$ cat src/rtl/zimbo_mmio_slave.sv
// Zimbo CPU memory-mapped I/O responder: 8-word window with a TX byte FIFO,
// compare timer with interrupt, control and scratch registers.
module zimbo_mmio_slave #(
  parameter logic [15:0] BASE_ADDR = 16'hFFF8,
  parameter int          FIFO_AW   = 3
) (
  input  logic        clock,
  input  logic        reset,
  input  logic [15:0] addrm,
  input  logic [15:0] wmdata,
  input  logic        memwr_en,
  output logic [15:0] rmdata_io,
  output logic        io_hit,
  output logic [7:0]  tx_data,
  output logic        tx_valid,
  input  logic        tx_ready,
  output logic        irq
);

  localparam int                 DEPTH   = 1 << FIFO_AW;
  localparam logic [FIFO_AW-1:0] PTR_ONE = {{(FIFO_AW-1){1'b0}}, 1'b1};
  localparam logic [FIFO_AW:0]   CNT_ONE = {{FIFO_AW{1'b0}}, 1'b1};
  localparam logic [FIFO_AW:0]   CNT_MAX = {1'b1, {FIFO_AW{1'b0}}};

  localparam logic [2:0] OFF_TXDATA  = 3'd0;
  localparam logic [2:0] OFF_STATUS  = 3'd1;
  localparam logic [2:0] OFF_TCNT    = 3'd2;
  localparam logic [2:0] OFF_TCMP    = 3'd3;
  localparam logic [2:0] OFF_CTRL    = 3'd4;
  localparam logic [2:0] OFF_SCRATCH = 3'd5;

  logic [7:0]         mem_r [DEPTH];
  logic [FIFO_AW-1:0] wr_ptr_r;
  logic [FIFO_AW-1:0] rd_ptr_r;
  logic [FIFO_AW:0]   count_r;
  logic               overflow_r;
  logic [15:0]        timer_cnt_r;
  logic [15:0]        timer_cmp_r;
  logic               timer_flag_r;
  logic               timer_en_r;
  logic               irq_en_r;
  logic [15:0]        scratch_r;
  logic [15:0]        rmdata_r;
  logic               io_hit_r;

  logic       hit_s;
  logic [2:0] off_s;
  logic       wr_s;
  logic       rd_s;
  logic       full_s;
  logic       empty_s;
  logic       pop_s;
  logic       push_req_s;
  logic       push_s;
  logic       status_wr_s;
  logic       match_s;
  logic [3:0] cnt4_s;
  logic [15:0] status_s;
  logic [15:0] rd_mux_s;

  assign hit_s       = (addrm[15:3] == BASE_ADDR[15:3]);
  assign off_s       = addrm[2:0];
  assign wr_s        = memwr_en & hit_s;
  assign rd_s        = ~memwr_en & hit_s;
  assign full_s      = (count_r == CNT_MAX);
  assign empty_s     = (count_r == {(FIFO_AW+1){1'b0}});
  assign pop_s       = ~empty_s & tx_ready;
  assign push_req_s  = wr_s & (off_s == OFF_TXDATA);
  // A full FIFO still accepts a push when the same cycle frees a slot.
  assign push_s      = push_req_s & (~full_s | pop_s);
  assign status_wr_s = wr_s & (off_s == OFF_STATUS);
  assign match_s     = timer_en_r & (timer_cnt_r == timer_cmp_r);
  assign cnt4_s      = 4'(count_r);
  assign status_s    = {4'b0000, cnt4_s, 4'b0000, overflow_r, timer_flag_r, full_s, empty_s};

  assign tx_data   = mem_r[rd_ptr_r];
  assign tx_valid  = ~empty_s;
  assign irq       = timer_flag_r & irq_en_r;
  assign rmdata_io = rmdata_r;
  assign io_hit    = io_hit_r;

  // Register read multiplexer, reflecting state before this edge's updates.
  always_comb begin
    rd_mux_s = 16'h0000;
    case (off_s)
      OFF_TXDATA:  rd_mux_s = 16'h0000;
      OFF_STATUS:  rd_mux_s = status_s;
      OFF_TCNT:    rd_mux_s = timer_cnt_r;
      OFF_TCMP:    rd_mux_s = timer_cmp_r;
      OFF_CTRL:    rd_mux_s = {14'h0000, irq_en_r, timer_en_r};
      OFF_SCRATCH: rd_mux_s = scratch_r;
      default:     rd_mux_s = 16'h0000;
    endcase
  end

  // FIFO storage; contents are don't-care until pushed.
  always_ff @(posedge clock) begin
    if (push_s) begin
      mem_r[wr_ptr_r] <= wmdata[7:0];
    end
  end

  // FIFO pointers, occupancy and sticky overflow.
  always_ff @(posedge clock) begin
    if (reset) begin
      wr_ptr_r   <= {FIFO_AW{1'b0}};
      rd_ptr_r   <= {FIFO_AW{1'b0}};
      count_r    <= {(FIFO_AW+1){1'b0}};
      overflow_r <= 1'b0;
    end else begin
      if (push_s) wr_ptr_r <= wr_ptr_r + PTR_ONE;
      if (pop_s)  rd_ptr_r <= rd_ptr_r + PTR_ONE;
      case ({push_s, pop_s})
        2'b10:   count_r <= count_r + CNT_ONE;
        2'b01:   count_r <= count_r - CNT_ONE;
        default: count_r <= count_r;
      endcase
      if (push_req_s && full_s && !pop_s) overflow_r <= 1'b1;
      else if (status_wr_s && wmdata[3]) overflow_r <= 1'b0;
    end
  end

  // Timer, its flag and the CPU-writable control/scratch registers.
  always_ff @(posedge clock) begin
    if (reset) begin
      timer_cnt_r  <= 16'h0000;
      timer_cmp_r  <= 16'hFFFF;
      timer_flag_r <= 1'b0;
      timer_en_r   <= 1'b0;
      irq_en_r     <= 1'b0;
      scratch_r    <= 16'h0000;
    end else begin
      if (wr_s && off_s == OFF_TCNT) timer_cnt_r <= wmdata;
      else if (match_s)              timer_cnt_r <= 16'h0000;
      else if (timer_en_r)           timer_cnt_r <= timer_cnt_r + 16'h0001;

      if (match_s) timer_flag_r <= 1'b1;
      else if (status_wr_s && wmdata[2]) timer_flag_r <= 1'b0;

      if (wr_s && off_s == OFF_TCMP) timer_cmp_r <= wmdata;
      if (wr_s && off_s == OFF_CTRL) begin
        timer_en_r <= wmdata[0];
        irq_en_r   <= wmdata[1];
      end
      if (wr_s && off_s == OFF_SCRATCH) scratch_r <= wmdata;
    end
  end

  // One-cycle registered read response; writes and misses return zero.
  always_ff @(posedge clock) begin
    if (reset) begin
      rmdata_r <= 16'h0000;
      io_hit_r <= 1'b0;
    end else if (rd_s) begin
      rmdata_r <= rd_mux_s;
      io_hit_r <= 1'b1;
    end else begin
      rmdata_r <= 16'h0000;
      io_hit_r <= 1'b0;
    end
  end

endmodule

$ cat config.mk
export PLATFORM = sky130hd
export DESIGN_NAME = zimbo_mmio_slave
export DESIGN_NICKNAME = d
export VERILOG_FILES = /design/src/rtl/zimbo_mmio_slave.sv
export SDC_FILE = /design/constraint.sdc
export NUM_CORES = 1
export LEC_CHECK = 0
export BUFFER_PORTS_ARGS = -buffer_cell sky130_fd_sc_hd__buf_4
export CELL_PAD_IN_SITES_DETAIL_PLACEMENT = 1
export CELL_PAD_IN_SITES_GLOBAL_PLACEMENT = 1
export CORE_MARGIN = 4
export CORE_UTILIZATION = 45
export CTS_BUF_LIST = sky130_fd_sc_hd__clkbuf_8
export CTS_CLUSTER_SIZE = 16
export DETAILED_ROUTE_END_ITERATION = 6
export GPL_ROUTABILITY_DRIVEN = 0
export PLACE_DENSITY_LB_ADDON = 0.25
export SYNTH_ARGS = -nofsm -noshare
export SYNTH_HDL_FRONTEND = slang
export SYNTH_SLANG_ARGS = --single-unit
$ cat constraint.sdc
create_clock -name clock -period 2.4 [get_ports clock]
set_input_delay 0.12 -clock clock [delete_from_list [all_inputs] [get_ports clock]]
set_output_delay 0.12 -clock clock [all_outputs]
set_load 0.03 [all_outputs]
==> results.toml, run 1 <==
[cts]
clkTransAtPathRegs_ns = 0.08
cts_root_buf = "clkbuf_8"
cts_buffers = 17
clock_latency_ns = 0.45
ctsHtreeMaxLevel = 4
post_cts_buffers = 0
cts_tree = "built"
clock_path_buffers = 2
cts_sinks = 146

[worst_setup_path]
arrival_ns = 2.57
path_cells = "or4_1 -> nand2_1 -> a21oi_1 -> xor2_1 -> ha_1 -> a2111oi_2 -> a31oi_1 -> xor2_1 -> nor2_1"
slowest_stage = "or4_1"
crit_path_end_kind = "flip-flop"
cp-start-kind = "flip-flop"
ff2ff_setup_slack_ns = 0.13
path_max_fanout = 6
cp.buffers_inverters = 0
critPathKind = "flip-flop to flip-flop"
cpLargestDelayFamily = "simple AND/OR/NAND/NOR gates"
timing.rr.start = "cnt4_s[3]"
r2r_cells = 9
rr_endpoint = "cnt4_s[2]"
required_ns = 2.71
critPathMostFrequentCell = "xor2_1"
slowest_delay_ns = 0.56

[cells_and_area]
multi_input_area_mm2 = 0.00267
final_common_cell = "buf_4"
design_area_mm2 = 0.00776
utilization_pct = 55.7
seqCellArea_mm2 = 0.00356
layout.cells.non_filler = 842
nNetsFinal = 690
drive_gt1_share_pct = 26.1
fill_cells = 1478
antenna_cells = 0
final_cell_mix = "buf_4 (97), dfxtp_1 (82), nand2_1 (64), edfxtp_1 (64), nor2_1 (40)"
area_growth_pct = 20.5

[timing]
rsz0062_at_grt = "false"
finalCritPeriodShare_pct = 94.5
setup_viol = 0
finClkSkew_ns = 0.00967
hold_viol_final = 0
post-route-min-period_ns = 2.27
maxSlewHeadroom_pct = 22.7
fin_ws_ns = 0.133
tightest_slew_ns = 1.15
fmax_mhz = 441
maxSlewViolCount = 0

[logic_synthesis]
ys_warn_count = 0
ys_seq_area_share_pct = 55.3
syn-cell-area_mm2 = 0.00644
synth.area.top_cells = "edfxtp_1 (30%), dfxtp_1 (25%), mux4_2 (5.6%)"
synth_area_per_cell_um2 = 11.7
synth_flop_cell = "dfxtp_1"
syn_inst = 551
yosysTopAreaCell = "edfxtp_1"
ys_ff_latch = 146
synth_cell_types = 60
synth-edff-count = 64
netlist.area_leader.share_pct = 29.8
syn_nets = 591
async_reset_ff_share_pct = 0

[detailed_routing]
via_per_inst = 5.74
dr.pass1.iters = 5
routedWlPerCell_um = 22.1
wl_um = 18600
dr.first_iter.drc_count = 370
vias = 4831
ant_nets = 0
drc = 0

[worst_hold_path]
hold_end = "rd_ptr_r[1]"
worstHoldStart = "tx_ready"
min-delay-path-class = "primary input to flip-flop"
min_path_cells = 3

[floorplanning]
dieHeight_um = 128
die_w_um = 128
fp-row-count = 43
core_area_mm2 = 0.0139
start_util_pct = 46.2
ios = 63
design.die.area_mm2 = 0.0163

[global_route]
track_usage_pct = 23.9
antenna_found_initial = 0
grt_pass1_vias = 5262
grt_start_max_net_pins = 52
overflow = 0
grt_pass1_wl_um = 29500

[power_and_ir_drop]
p_int_uw = 3650
seqPwrFrac_pct = 55.1
clockPowerShare_pct = 39.7
ir_drop_mv = 0.337
power_frac_comb_pct = 5.2
p_switching_uw = 1050
p_per_area_mw_per_mm2 = 606
p_leak_uw = 0.00275
switching_share_pct = 22.4

[place]
placedCellCount = 793
port_buffers = 62
placedInstanceArea_mm2 = 0.00719
dp_slack_ns = -0.0533
dp_hpwl_um = 13100

[run]
max-cap-violations = 0

[run_status]
status = "finished, final reports clean"
## metrics by stage
stage	power [uW]	hold slack [ns]	TNS, ns
finish	4700	0.0325	0
global route	4880	0.0203	0
CTS	4740	0.000887	0
detailed placement	2870	0.327	-0.932
global placement	2860	0.323	0
floorplan	2740	0.196	0
## worst max path at each step
stage          startpoint  slack [ns]           to  cells past startpoint
6_report        cnt4_s[3]        0.13    cnt4_s[2]                      9
5_1_grt         cnt4_s[1]        0.02  mem_r[1][1]                      5
4_1_cts         cnt4_s[3]        0.08    cnt4_s[2]                      9
3_5_place_dp     addrm[0]       -0.05  mem_r[4][1]                      6
3_3_place_gp     addrm[0]        0.06  mem_r[6][7]                      6
2_1_floorplan   cnt4_s[1]       0.008    cnt4_s[2]                     11
## worst register-to-register path: stages, from the launching register on
cell and delay (ns):
dfxtp_1 0.37, or4_1 0.57, nand2_1 0.11, a21oi_1 0.07
xor2_1 0.19, ha_1 0.23, a2111oi_2 0.29, a31oi_1 0.09
xor2_1 0.16, nor2_1 0.06
## timing repair
action / 4_1_cts / 5_1_grt
endpoints found under the hold margin: 82 / 4
gates resized for setup: 0 / 2
hold buffers: 17 / 1
endpoints found under the setup margin: 0 / 1
## synth_stat cells (12+ instances only)
library cell and count:
a22oi_1 17, nor2_1 40, a21oi_1 32, nand3_1 12
xor2_1 13, nand2_1 64, dfxtp_1 82, edfxtp_1 64
mux4_2 16, a211o_1 16, xnor2_1 19, nor2b_1 17
clkbuf_1 17
## power groups by stage
stage | registers [uW] | clock network, uW | logic (uW)
floorplan | 2650 | 0 | 91.5
global placement | 2650 | 0 | 212
detailed placement | 2650 | 0 | 220
CTS | 2590 | 1910 | 241
global route | 2590 | 2030 | 260
finish | 2590 | 1870 | 243
## sequential cells by signal, indices dropped and copies added, names as in the netlist, named ones only
signal,flops
timer_en_r,1
timer_cnt_r,16
rmdata_io,16
mem_r,64
timer_cmp_r,16
wr_ptr_r,3
scratch_r,16
overflow_r,1
rd_ptr_r,3
io_hit,1
irq_en_r,1
cnt4_s,4
timer_flag_r,1
## logic make-up after synthesis
logic type	after synthesis	share of synthesized area, %
compound gates	113	12.2
xor+xnor	32	4.35
fa+ha+maj	4	0.777
buf+inv	38	3.34
flops	146	55.3
mux	33	8.45
simple gates	185	15.5
## routing by layer
layer,track usage (%),vias to the layer above,part of all wire [%]
met5,0,-,0
met4,10.4,0,3.6
met3,4.01,36,3.0
met2,42.3,107,52
met1,28.7,2455,41
li1,-,2233,-
## layout make-up
type,count,share of cell area (%)
Clock buffer,19,3.37
Clock inverter,12,1.55
Inverter,3,0.145
Multi-Input combinational cell,367,34.4
Sequential cell,146,45.9
Tap cell,180,2.90
Timing Repair Buffer,115,11.7
(Power assumes the default switching activity.)
==> run 2, diff against run 1 <==
Settings changed: CORE_UTILIZATION 45 to 41.
==> run 2 against run 1 <==
  * Sequential share of layout area down 0.63 points
  * Register-to-register slack improved by 0.03 ns
  * Global-route usage down 2.5 points
  * Clock skew grew 0.0011 ns
  * Critical path type is now flip-flop to output port
  * Largest power group unchanged
==> results.toml, run 2 (synthesized netlist as in run 1, its figures left out) <==
[run_status]
status = "finished, final reports clean"

[timing]
finalSetupTns_ns = 0
maxSlewHeadroom_pct = 27.5
tightest_slew_ns = 1.08
rsz0062_at_grt = "false"
maxSlewViolCount = 0
post-route-min-period_ns = 2.27
fmax_mhz = 441
setup_viol = 0
finClkSkew_ns = 0.0107
finalCritPeriodShare_pct = 94.5
hold_viol_final = 0

[power_and_ir_drop]
p_int_uw = 3770
switching_share_pct = 23.3
p_switching_uw = 1150
clockPowerShare_pct = 42.4
ir_drop_mv = 0.449
power_uw = 4910
seqPwrFrac_pct = 52.8
p_leak_uw = 0.00279
p_per_area_mw_per_mm2 = 625
power_frac_comb_pct = 4.9

[worst_setup_path]
arrival_ns = 2.15
timing.rr.start = "cnt4_s[0]"
cp-start-kind = "flip-flop"
path_max_fanout = 16
crit_path_end_kind = "output port"
critPathKind = "flip-flop to output port"
required_ns = 2.28

[floorplanning]
dieHeight_um = 133
start_util_pct = 42.0
core_area_mm2 = 0.0153
design.die.area_mm2 = 0.0178
die_w_um = 133
fp-row-count = 45
ios = 63

[cells_and_area]
utilization_pct = 51.3
design_area_mm2 = 0.00786
antenna_cells = 0
drive_gt1_share_pct = 26.7
nNetsFinal = 694
largest_reg_flops = 64
final_cell_mix = "buf_4 (100), dfxtp_1 (82), nand2_1 (64), edfxtp_1 (64), nor2_1 (40)"
final_common_cell = "buf_4"
layout.cells.non_filler = 878
regMostFlops = "mem_r"
area_growth_pct = 22.1

[global_route]
grt_pass1_vias = 5218
antenna_found_initial = 0
grt_start_max_net_pins = 42
overflow = 0
track_usage_pct = 21.4
grt_pass1_wl_um = 29300

[detailed_routing]
dr.first_iter.drc_count = 277
wl_um = 18300
vias = 4840
dr.pass1.iters = 5
routedWlPerCell_um = 20.8
drc = 0
ant_nets = 0
via_per_inst = 5.51

[cts]
clock_path_buffers = 2
cts_root_buf = "clkbuf_8"
clkTransAtPathRegs_ns = 0.09
ctsHtreeMaxLevel = 4
cts_buffers = 17
clock_latency_ns = 0.46
cts_sinks = 146
cts_tree = "built"

[place]
placedCellCount = 827
dp_hpwl_um = 12800
port_buffers = 62
placedInstanceArea_mm2 = 0.00725

[run]
max-cap-violations = 0

[worst_hold_path]
min-delay-path-class = "primary input to flip-flop"
worstHoldStart = "addrm[3]"
## run 2: changes by cell type in the layout (fill, tap and decap cells not counted)
cell	delta
a2111oi_1	+1
clkinv_2	-1
buf_4	+3
bufinv_16	+1
inv_6	+6
clkinvlp_4	-4
clkbuf_8	-1
inv_4	+1
inv_1	-2
dlygate4sd3_1	+1
clkinv_4	+1
a2111oi_2	-1
## run 2: worst paths after layout
check	endpoint	slack, ns	cells past startpoint
worst max-delay path	tx_data[5]	0.13	4
worst min-delay path	io_hit	0.09	4
worst max register to register	cnt4_s[2]	0.16	9
worst min register to register	scratch_r[15]	0.46	2
## run 2: worst max-delay path, cell delays in order (launching register included)
cell     delay, ns
dfxtp_1       0.31
buf_4         0.30
mux4_2        0.59
mux2_2        0.30
buf_4         0.17
## run 2: what timing repair did
| item | CTS | global route |
|---|---|---|
| gates resized for setup | 0 | 1 |
| setup buffers | 0 | 0 |
| endpoints found under the setup margin | 0 | 1 |
| hold buffers | 19 | 0 |
| endpoints found under the hold margin | 112 | 0 |
## run 2: layout make-up
cell class,instances,area [um^2]
inverter,3,11.3
sequential,146,3560
clock buffer,18,248
clock inverter,14,175
multi-input combinational,367,2660
fill,1653,7450
tap,211,264
timing repair buffer,119,941
## run 2: metrics by stage
stage	worst slack, ns	hold slack, ns
final	0.132	0.0938
after global routing	0.00766	0.0798
after CTS	0.0754	0.0664
after detailed placement	-0.0164	0.326
after global placement	0.0841	0.325
after floorplan	0.00842	0.196
## run 2: routing by layer
metal	share of wire [%]	track usage, %	routed length [um]	vias to the layer above
met4	1.8	6.06	328	0
met1	42	26.0	7630	2481
li1	-	-	-	2243
met3	3.4	4.38	622	24
met2	53	38.5	9710	92
met5	0	0	0	-
## run 2: power groups by stage
stage	clock, uW	combinational (uW)	sequential (uW)
final	2080	240	2590
after CTS	2120	241	2590
after detailed placement	0	217	2650
after global placement	0	212	2650
after global routing	2240	259	2590
after floorplan	0	91.5	2650
==> run 3, diff against run 2 <==
--- a/config.mk
+++ b/config.mk
@@ -16,4 +16,5 @@
 export GPL_ROUTABILITY_DRIVEN = 0
 export PLACE_DENSITY_LB_ADDON = 0.25
+export REMOVE_ABC_BUFFERS = 1
 export SYNTH_ARGS = -nofsm -noshare
 export SYNTH_HDL_FRONTEND = slang
==> constraint.sdc (replaced) <==
create_clock -name clock -period 2.4 [get_ports clock]
set_input_delay 0.12 -clock clock [delete_from_list [all_inputs] [get_ports clock]]
set_output_delay 0.12 -clock clock [all_outputs]
set_load 0.1 [all_outputs]
==> run 3 against run 2 <==
  * Non-clock buffer count shrank 8
  * Register-to-register slack lost 0.04 ns
  * Routed wire length shrank 10%
  * Core utilization grew 0.057 points
  * Critical path depth grew 5
  * Total power grew 4.3%
  * Global-route usage shrank 2.3 points
  * Final area grew 0.11%
  * Combinational power shrank 6%
==> results.toml, run 3 (synthesized netlist as in run 1, its figures left out) <==
[timing]
maxSlewHeadroom_pct = 29.5
maxSlewViolCount = 0
finClkSkew_ns = 0.00959
hold_viol_final = 0
finalCritPeriodShare_pct = 94.9
fmax_mhz = 439
whs_ns = 0.0450
setup_viol = 0
post-route-min-period_ns = 2.28
tightest_slew_ns = 1.05
rsz0062_at_grt = "false"

[cells_and_area]
drive_gt1_share_pct = 26.3
fill_cells = 1637
final_cell_mix = "buf_4 (92), dfxtp_1 (82), nand2_1 (64), edfxtp_1 (64), nor2_1 (40)"
nNetsFinal = 686
final_common_cell = "buf_4"
antenna_cells = 0
largest_reg_flops = 64
area_growth_pct = 22.3
design_area_mm2 = 0.00787
regMostFlops = "mem_r"

[worst_setup_path]
required_ns = 2.72
crit_path_end_kind = "flip-flop"
arrival_ns = 2.60
cp-start-kind = "flip-flop"
ff2ff_setup_slack_ns = 0.12
r2r_cells = 9
path_max_fanout = 6
critPathKind = "flip-flop to flip-flop"

[cts]
ctsHtreeMaxLevel = 4
cts_buffers = 17
clkTransAtPathRegs_ns = 0.08
cts_sinks = 146
clock_path_buffers = 2
post_cts_buffers = 0
cts_root_buf = "clkbuf_8"
cts_tree = "built"
clock_latency_ns = 0.44

[detailed_routing]
dr.first_iter.drc_count = 273
drc = 0
vias = 4653
routedWlPerCell_um = 18.9
via_per_inst = 5.35
ant_nets = 0
wl_um = 16400
dr.pass1.iters = 4

[worst_hold_path]
min_path_cells = 2
min-delay-path-class = "primary input to flip-flop"

[place]
placedInstanceArea_mm2 = 0.00720
dp_hpwl_um = 11300
port_buffers = 62

[floorplanning]
design.die.area_mm2 = 0.0178
core_area_mm2 = 0.0153
die_w_um = 133
ios = 63
dieHeight_um = 133
start_util_pct = 42.0
fp-row-count = 45

[power_and_ir_drop]
p_per_area_mw_per_mm2 = 651
p_leak_uw = 0.00276
ir_drop_mv = 0.397

[run]
max-cap-violations = 0

[global_route]
grt_pass1_vias = 5036
grt_start_max_net_pins = 35
grt_pass1_wl_um = 26700
overflow = 0
track_usage_pct = 19.1
antenna_found_initial = 0

[run_status]
status = "finished, final reports clean"
-- run 3: path summary, 6_finish.rpt --
path / start / endpoint
max: cnt4_s[3] / cnt4_s[2]
min: reset / timer_cnt_r[4]
max reg2reg: cnt4_s[3] / cnt4_s[2]
min reg2reg: scratch_r[13] / scratch_r[13]
-- run 3: repair_timing --
action / CTS / global route
pin swaps: 0 / 0
gates resized for setup: 1 / 3
hold buffers: 18 / 0
hold endpoints to repair: 111 / 0
setup endpoints to repair: 1 / 3
gates cloned: 0 / 0
-- run 3: final cells by class --
type                       instances  area (um^2)  share of cell area (%)
clock buffer                      18          248                    3.15
clock inverter                    14          234                    2.97
inverter                           3         11.3                   0.143
multi-input combinational        367         2670                    33.9
sequential                       146         3560                    45.3
tap                              211          264                    3.35
timing repair buffer             111          882                    11.2
-- run 3: per-layer routing --
metal | GRT usage [%] | part of all wire [%] | up-vias
met5 | 0 | 0 | -
met3 | 3.66 | 3.4 | 25
met4 | 6.63 | 1.8 | 0
li1 | - | - | 2220
met1 | 23.5 | 43 | 2326
met2 | 33.5 | 51 | 82
-- run 3: critical path: stages, from the launching register on --
cell	delay, ns
dfxtp_1	0.37
or4_4	0.56
nand2_1	0.11
a21oi_1	0.08
xor2_1	0.20
ha_1	0.24
a2111oi_2	0.30
a31oi_1	0.10
xor2_1	0.15
nor2_1	0.05
-- run 3: metrics by stage --
step / setup TNS [ns] / power [uW] / cells / setup WS [ns] / utilization [%]
after floorplan: -0.428 / 2710 / 516 / -0.388 / -
after global placement: 0 / 2850 / 820 / 0.0349 / 47.0
after detailed placement: 0 / 2850 / 820 / 0.00540 / 47.0
after CTS: 0 / 5190 / 870 / 0.0374 / 51.3
after global routing: 0 / 5320 / 870 / 0.0309 / 51.4
final: 0 / 5130 / 870 / 0.123 / 51.4
-- run 3: report_power, final --
| part | internal (uW) | total (uW) | switching (uW) |
|---|---|---|---|
| registers | 2590 | 2600 | 6.49 |
| logic | 102 | 225 | 123 |
| clock network | 1370 | 2310 | 939 |
